File: config.mk
export PLATFORM = sky130hd
export DESIGN_NAME = alu8_arbiter
export DESIGN_NICKNAME = d
export VERILOG_FILES = /design/src/rtl/alu8_pkg.sv /design/src/rtl/rr_arbiter2.sv /design/src/rtl/alu8_arbiter.sv
export SDC_FILE = /design/constraint.sdc
export NUM_CORES = 1
export LEC_CHECK = 0
export CELL_PAD_IN_SITES_DETAIL_PLACEMENT = 0
export CELL_PAD_IN_SITES_GLOBAL_PLACEMENT = 2
export CORE_UTILIZATION = 21
export CTS_CLUSTER_SIZE = 8
export DETAILED_ROUTE_END_ITERATION = 6
export PLACE_DENSITY = 0.87
export SETUP_SLACK_MARGIN = 0.15
export SYNTH_ARGS = -nofsm -noshare
export SYNTH_HDL_FRONTEND = slang
export SYNTH_SLANG_ARGS = --single-unit
File: constraint.sdc
create_clock -name clk -period 1.4 [get_ports clk]
set_input_delay 0.21 -clock clk [delete_from_list [all_inputs] [get_ports clk]]
set_output_delay 0.21 -clock clk [all_outputs]
set_load 0.005 [all_outputs]
File: src/rtl/alu8_pkg.sv
// Shared types and constants for the alu8 front-end arbiter.
package alu8_pkg;

    localparam int unsigned DATA_W      = 8;
    localparam int unsigned MAX_LATENCY = 15;
    localparam int unsigned CNT_W       = 4;

    typedef enum logic [1:0] {
        IDLE,
        ISSUE,
        WAIT,
        RESPOND
    } state_t;

    typedef logic port_id_t;

    typedef struct packed {
        logic [DATA_W-1:0] opcode;
        logic [DATA_W-1:0] lhs;
        logic [DATA_W-1:0] rhs;
    } alu_req_t;

endpackage

File: src/rtl/rr_arbiter2.sv
// Two-way round-robin grant: a lone requester wins, otherwise prio decides.
module rr_arbiter2
    import alu8_pkg::*;
(
    input  logic [1:0] valid,
    input  logic       prio,
    output logic       grant_c,
    output logic       grant_valid_c
);

    always_comb begin
        grant_valid_c = |valid;
        grant_c       = prio;
        if (valid == 2'b01) begin
            grant_c = 1'b0;
        end else if (valid == 2'b10) begin
            grant_c = 1'b1;
        end
    end

endmodule

File: src/rtl/alu8_arbiter.sv
// Shares one alu8 between two requesters; one operation in flight at a time.
module alu8_arbiter
    import alu8_pkg::*;
#(
    parameter int unsigned ALU_LATENCY = 1
) (
    input  logic              clk,
    input  logic              rst_n,
    input  logic              req0_valid,
    output logic              req0_ready,
    input  logic [DATA_W-1:0] req0_opcode,
    input  logic [DATA_W-1:0] req0_lhs,
    input  logic [DATA_W-1:0] req0_rhs,
    output logic              rsp0_valid,
    input  logic              rsp0_ready,
    output logic [DATA_W-1:0] rsp0_result,
    input  logic              req1_valid,
    output logic              req1_ready,
    input  logic [DATA_W-1:0] req1_opcode,
    input  logic [DATA_W-1:0] req1_lhs,
    input  logic [DATA_W-1:0] req1_rhs,
    output logic              rsp1_valid,
    input  logic              rsp1_ready,
    output logic [DATA_W-1:0] rsp1_result,
    output logic              alu_enable,
    output logic [DATA_W-1:0] alu_opcode,
    output logic [DATA_W-1:0] alu_lhs,
    output logic [DATA_W-1:0] alu_rhs,
    input  logic [DATA_W-1:0] alu_result,
    output logic              busy
);

    state_t            state_q, state_d;
    port_id_t          prio_q, prio_d;
    port_id_t          grant_q, grant_d;
    logic [CNT_W-1:0]  cnt_q, cnt_d;
    alu_req_t          op_q, op_d;
    logic [DATA_W-1:0] res0_q, res0_d, res1_q, res1_d;
    logic              enable_q, enable_d;
    logic              valid0_q, valid0_d, valid1_q, valid1_d;
    logic              busy_q, busy_d;
    logic              grant_c, grant_valid_c;
    logic              rsp_ready_sel_c;
    alu_req_t          req0_c, req1_c;

    assign req0_c = {req0_opcode, req0_lhs, req0_rhs};
    assign req1_c = {req1_opcode, req1_lhs, req1_rhs};

    rr_arbiter2 u_arb (
        .valid         ({req1_valid, req0_valid}),
        .prio          (prio_q),
        .grant_c       (grant_c),
        .grant_valid_c (grant_valid_c)
    );

    assign rsp_ready_sel_c = grant_q ? rsp1_ready : rsp0_ready;

    // Next-state and next-output decode; registered outputs are loaded from the *_d values.
    always_comb begin
        state_d    = state_q;
        prio_d     = prio_q;
        grant_d    = grant_q;
        cnt_d      = cnt_q;
        op_d       = op_q;
        res0_d     = res0_q;
        res1_d     = res1_q;
        enable_d   = 1'b0;
        valid0_d   = 1'b0;
        valid1_d   = 1'b0;
        req0_ready = 1'b0;
        req1_ready = 1'b0;
        case (state_q)
            IDLE: begin
                if (grant_valid_c) begin
                    req0_ready = ~grant_c;
                    req1_ready = grant_c;
                    grant_d    = grant_c;
                    op_d       = grant_c ? req1_c : req0_c;
                    enable_d   = 1'b1;
                    state_d    = ISSUE;
                end
            end
            ISSUE: begin
                cnt_d   = CNT_W'(ALU_LATENCY - 1);
                state_d = WAIT;
            end
            WAIT: begin
                if (cnt_q == '0) begin
                    if (grant_q) begin
                        res1_d   = alu_result;
                        valid1_d = 1'b1;
                    end else begin
                        res0_d   = alu_result;
                        valid0_d = 1'b1;
                    end
                    state_d = RESPOND;
                end else begin
                    cnt_d = cnt_q - CNT_W'(1);
                end
            end
            RESPOND: begin
                if (rsp_ready_sel_c) begin
                    prio_d  = ~grant_q;
                    state_d = IDLE;
                end else begin
                    valid0_d = valid0_q;
                    valid1_d = valid1_q;
                end
            end
            default: state_d = IDLE;
        endcase
        busy_d = (state_d != IDLE);
    end

    always_ff @(posedge clk) begin
        if (!rst_n) begin
            state_q  <= IDLE;
            prio_q   <= 1'b0;
            grant_q  <= 1'b0;
            cnt_q    <= '0;
            op_q     <= '0;
            res0_q   <= '0;
            res1_q   <= '0;
            enable_q <= 1'b0;
            valid0_q <= 1'b0;
            valid1_q <= 1'b0;
            busy_q   <= 1'b0;
        end else begin
            state_q  <= state_d;
            prio_q   <= prio_d;
            grant_q  <= grant_d;
            cnt_q    <= cnt_d;
            op_q     <= op_d;
            res0_q   <= res0_d;
            res1_q   <= res1_d;
            enable_q <= enable_d;
            valid0_q <= valid0_d;
            valid1_q <= valid1_d;
            busy_q   <= busy_d;
        end
    end

    assign alu_enable  = enable_q;
    assign alu_opcode  = op_q.opcode;
    assign alu_lhs     = op_q.lhs;
    assign alu_rhs     = op_q.rhs;
    assign rsp0_valid  = valid0_q;
    assign rsp1_valid  = valid1_q;
    assign rsp0_result = res0_q;
    assign rsp1_result = res1_q;
    assign busy        = busy_q;

endmodule

# Word level (Yosys, flattened, before mapping)
# Cells that the tools add are included.
# W data, S select, Z words.
# word_totals
ff_bits	52
# classes
n_reduce_logical	11
n_eq_ne	7
bitwise_logic	2
mux	22
addsub	1
# ops
op	n
$mux W24	1
$mux W1	13
$pmux W2 S4	1
$pmux W4 S2	1
$reduce_and A2 Y1	4
$eq A2 B2 Y1 const B	3
$mux W2	3
$reduce_and A3 Y1	2
$eq A2 B1 Y1 const B	2
$logic_not A4 Y1	1
$mux W4	1
$ne A2 B2 Y1 const B	2
$pmux W1 S2	2
$reduce_bool A2 Y1	2
$sub A4 B1 Y4 const B	1
$logic_not A2 Y1	1
$not A1 Y1	2
$reduce_or A2 Y1	1

# Logic depth before layout (Yosys ltp)
# logic_depth
ltp_word	6
ltp_mapped	6
depth_no_buf	5

# Modules after synthesis
# A second synthesis with hierarchy kept.
# unflattened
hier_cells	241
area_unflattened_um2	2228.4
# modules_own_cells
module	n_inst	area_per_inst_um2	cells_per_inst
alu8_arbiter	1	2209.6	237
rr_arbiter2	1	18.8	4

# Least setup slack after synthesis
# OpenSTA, ideal clock, no wires.
# synth_path
path_kind	reg-to-reg
startpoint	register cnt_q[0]
endpoint	register res1_q[0] (netlist: rsp1_result[0])
arrival_ns	1.372
period_less_slack_ns	1.444
slack_ns	-0.044
n_path_buf	1
setup_time_ns	0.072
path_stages_with_launch	7
required_ns	1.328
cell_sequence	dfxtp_1 > inv_1 > ha_1 > nor4b_2 > and3_2 > buf_6 > mux2i_1
# synth_between
elab_chain_cells	2
# synth_lines
item	line	source
start, declared	alu8_arbiter.sv:36	logic [CNT_W-1:0] cnt_q, cnt_d;
start signal, assigned	alu8_arbiter.sv:132	cnt_q <= cnt_d;
$logic_not A4 Y1	alu8_arbiter.sv:88	if (cnt_q == '0) begin
$reduce_and A3 Y1 (no line)	--	
end signal, assigned	alu8_arbiter.sv:135	res1_q <= res1_d;
end, declared	alu8_arbiter.sv:38	logic [DATA_W-1:0] res0_q, res0_d, res1_q, res1_d;
# No other way between the ends.
# A chain may end at the register's enable or synchronous reset.

# Worst setup path in the final report
# layout_path
startpoint	register cnt_q[0]
endpoint	register cnt_q[0]
# layout_between
elab_chain_cells	3
elab_cells_between_ends	6
cone_classes	add/sub: 1; eq/ne: 1; mux: 2; reduce/logical: 2
# layout_lines
item	line
$sub A4 B1 Y4 / $logic_not A4 Y1 (equally long branches)	alu8_arbiter.sv:98, alu8_arbiter.sv:88
$mux W4 / $ne A2 B2 Y1 (equally long branches)	--
$pmux W4 S2 / $reduce_and A2 Y1 (equally long branches)	--
# Parallel ways exist; a longest one is shown, timed or not. The select of a mux whose other input is x is not followed.

==> impl_metrics.yaml <==
finish:
  final_common_cell: "clkdlybuf4s50_1"
  num-nets-final: 477
  area_growth_pct: 87.85
  layout.cells.non_filler: 555
  final_core_util_pct: 40.85
  final_cell_mix: "clkdlybuf4s50_1 (60), dlygate4sd2_1 (45), nand2_1 (29), dfxtp_2 (27)"
  diodes: 0
  layout-drive-gt1-share_pct: 35.18
placement:
  dpl.hpwl_um: 5575
  port_buffers: 107
  pre_cts_slack_ns: -0.3700
  dpl.cell_count: 526
  place.gp.congestion: 0.7429
clock_network:
  clock_latency_ns: 0.29
  h-tree-depth: 2
  clockRootBuffer: "clkbuf_16"
  cts_hold_buffers: 0
  clk_pin_slew_ns: 0.07
  cts_tree: "done"
  cts_sinks: 52
  numCtsBuffers: 5
  cts_buffer_depth: 2
timing:
  tns_ns: -0.2054
  finalClockSkew_ns: 0.004427
  setup-violations-final: 12
  max_freq_mhz: 693.9
  post-route-period-util_pct: 102.9
  slew_headroom_pct: 76.78
  worstMarginPinSlew_ns: 0.3484
  rsz0062_at_grt: "true"
  finalCriticalPeriod_ns: 1.441
  hold_viol: 0
  slew_violations: 0
  setup_slack_ns: -0.04112
yosys:
  ys_warn_count: 0
  yosys_register_bits: 52
  yosys.area_share.simple_pct: 23.89
  synth_async_sr_flop_share_pct: 0
  synth_edf_count: 0
  synth_nets: 341
  synth_top_area_share_pct: 43.58
  synth_area_leaders: "dfxtp_1 (44%), mux2i_1 (7.1%), a31oi_1 (7.1%)"
  syn_area_per_cell_um2: 8.592
  syn_inst: 278
  synth_flop_cell: "dfxtp_1"
  synth_xor_area_share_pct: 0
  synth_compound_area_share_pct: 16.97
  synthAdderAreaFrac_pct: 0.5238
  ys_seq_area_share_pct: 43.58
  muxShareOfSynthArea_pct: 7.124
  synth_top_cell_by_area: "dfxtp_1"
  synth_top_family_by_area: "simple AND/OR/NAND/NOR gates"
  syn_area_mm2: 0.002389
  synth_cell_types: 37
routing:
  drcViolationCount: 0
  ant_nets: 0
  avgRoutedWirePerCell_um: 16.32
  vias: 2687
  vias_per_cell: 4.841
  wirelength_um: 9055
  drt_first_pass_iters: 4
  dr.first_iter.drc_count: 120
setup_path:
  critPathKind: "register to register"
  cp-startpoint: "cnt_q[0]"
  slowest_delay_ns: 0.38
  path_cells: "inv_2 -> ha_4 -> or3b_4 -> buf_4 -> a21oi_2 -> o32ai_2"
  cpMaxStageDelayCell: "or3b_4"
  worstPathArrival_ns: 1.62
  reg2reg_from: "cnt_q[0]"
  path_buf_inv: 2
  critPathRequiredTime_ns: 1.57
  start_kind: "register"
  r2r_slack_ns: -0.04
  end_kind: "register"
  crit_family: "simple AND/OR/NAND/NOR gates"
  cp_max_fo: 3
grt:
  antenna_found_initial: 0
  grt_usage_pct: 15.49
  grt_pass1_wl_um: 14030
  overflow: 0
  grt_start_max_net_pins: 26
  grt_pass1_vias: 2684
floorplan:
  fp-row-count: 38
  core_area_mm2: 0.01098
  io-pin-count: 108
  die_y_um: 108.7
  start_util_pct: 21.75
  dieWidth_um: 108.7
  die_area_mm2: 0.01180
pwr:
  swShare_pct: 28.93
  total_power_mw: 4.840
  seqPwrFrac_pct: 35.6
  internal_power_mw: 3.439
  p_switching_mw: 1.400
  pwr-share-clk_pct: 30.6
  combPwrFrac_pct: 33.8
  p_leak_nw: 1.829
  powerDensity_mw_per_mm2: 1079
  vdd_ir_drop_max_mv: 0.5706
status:
  failed_checks: "setup timing"
  status: "finished with violations"
hold_path:
  hold_class: "register to register"
  worstHoldStart: "rsp0_result[5]"
run:
  maxCapViolCount: 0
==> power by group through the flow <==
stage | Clock, mW | Sequential, mW | Combinational, mW
finish | 1.48 | 1.72 | 1.64
global placement | 0 | 1.72 | 1.17
global route | 1.59 | 1.74 | 1.74
CTS | 1.53 | 1.72 | 1.58
detailed placement | 0 | 1.72 | 1.18
floorplan | 0 | 1.72 | 0.550
==> cells in the mapped netlist, types with 7 or more instances <==
| cell | number |
|---|---|
| dfxtp_1 | 52 |
| mux2i_1 | 17 |
| buf_2 | 8 |
| clkbuf_1 | 12 |
| a21oi_1 | 7 |
| o21ai_1 | 7 |
| nand4_1 | 26 |
| o21ai_0 | 21 |
| nand3_1 | 27 |
| a31oi_1 | 27 |
| nand2_1 | 31 |
==> area by class of cell <==
| class | instances | area [um^2] |
|---|---|---|
| fill | 1108 | 6496 |
| timing repair buffer | 158 | 1648 |
| multi-input combinational | 192 | 1385 |
| sequential | 52 | 1082 |
| tap | 140 | 175.2 |
| clock buffer | 6 | 138.9 |
| clock inverter | 2 | 38.79 |
| inverter | 5 | 18.77 |
==> per-layer routing <==
| metal | track usage, % | vias to the layer above | part of all wire [%] |
|---|---|---|---|
| li1 | - | 1309 | - |
| met4 | 5.502 | 0 | 1.2 |
| met3 | 2.929 | 8 | 4.8 |
| met2 | 24.95 | 76 | 48 |
| met5 | 0 | - | 0 |
| met1 | 20.56 | 1294 | 46 |
==> repair_timing <==
item	4_1_cts	5_1_grt
cloned	6	0
setup endpoints to repair	96	53
resized for setup	145	20
pin swaps	61	26
buffers inserted	11	4
==> cells by family (layout without fill, tap and decap cells) <==
| family | count (synthesis) | after routing |
|---|---|---|
| adders and majority gates | 1 | 1 |
| buffers and inverters | 34 | 171 |
| DFF | 52 | 52 |
| muxes | 17 | 17 |
| AOI/OAI and AO/OA | 69 | 69 |
| and+or+nand+nor | 105 | 105 |
==> flip-flops by register name (all words and copies together) (netlist names) <==
register     count
alu_enable       1
alu_lhs          8
alu_opcode       8
alu_rhs          8
busy             1
cnt_q            4
grant_q          1
prio_q           1
rsp0_result      8
rsp0_valid       1
rsp1_result      8
rsp1_valid       1
state_q          2
==> stage by stage <==
stage | instance area [um^2] | hold WS (ns)
final | 4487 | 0.4561
after global routing | 4487 | 0.4819
after CTS | 4373 | 0.4584
after detailed placement | 3741 | 0.4487
after global placement | 3741 | 0.4434
after floorplan | 2427 | 0.3688
==> path summary, 6_finish.rpt <==
kind,end,depth (start not counted)
min reg2reg,rsp0_result[5],2
max,cnt_q[0],6
min,rsp0_result[5],2
max reg2reg,cnt_q[0],6
==> worst min-delay path, stage by stage (launching register included) <==
cell and delay [ns]:
dfxtp_1 0.31, nand2_1 0.05, mux2i_1 0.05
Power figures use the tool's default switching activity.
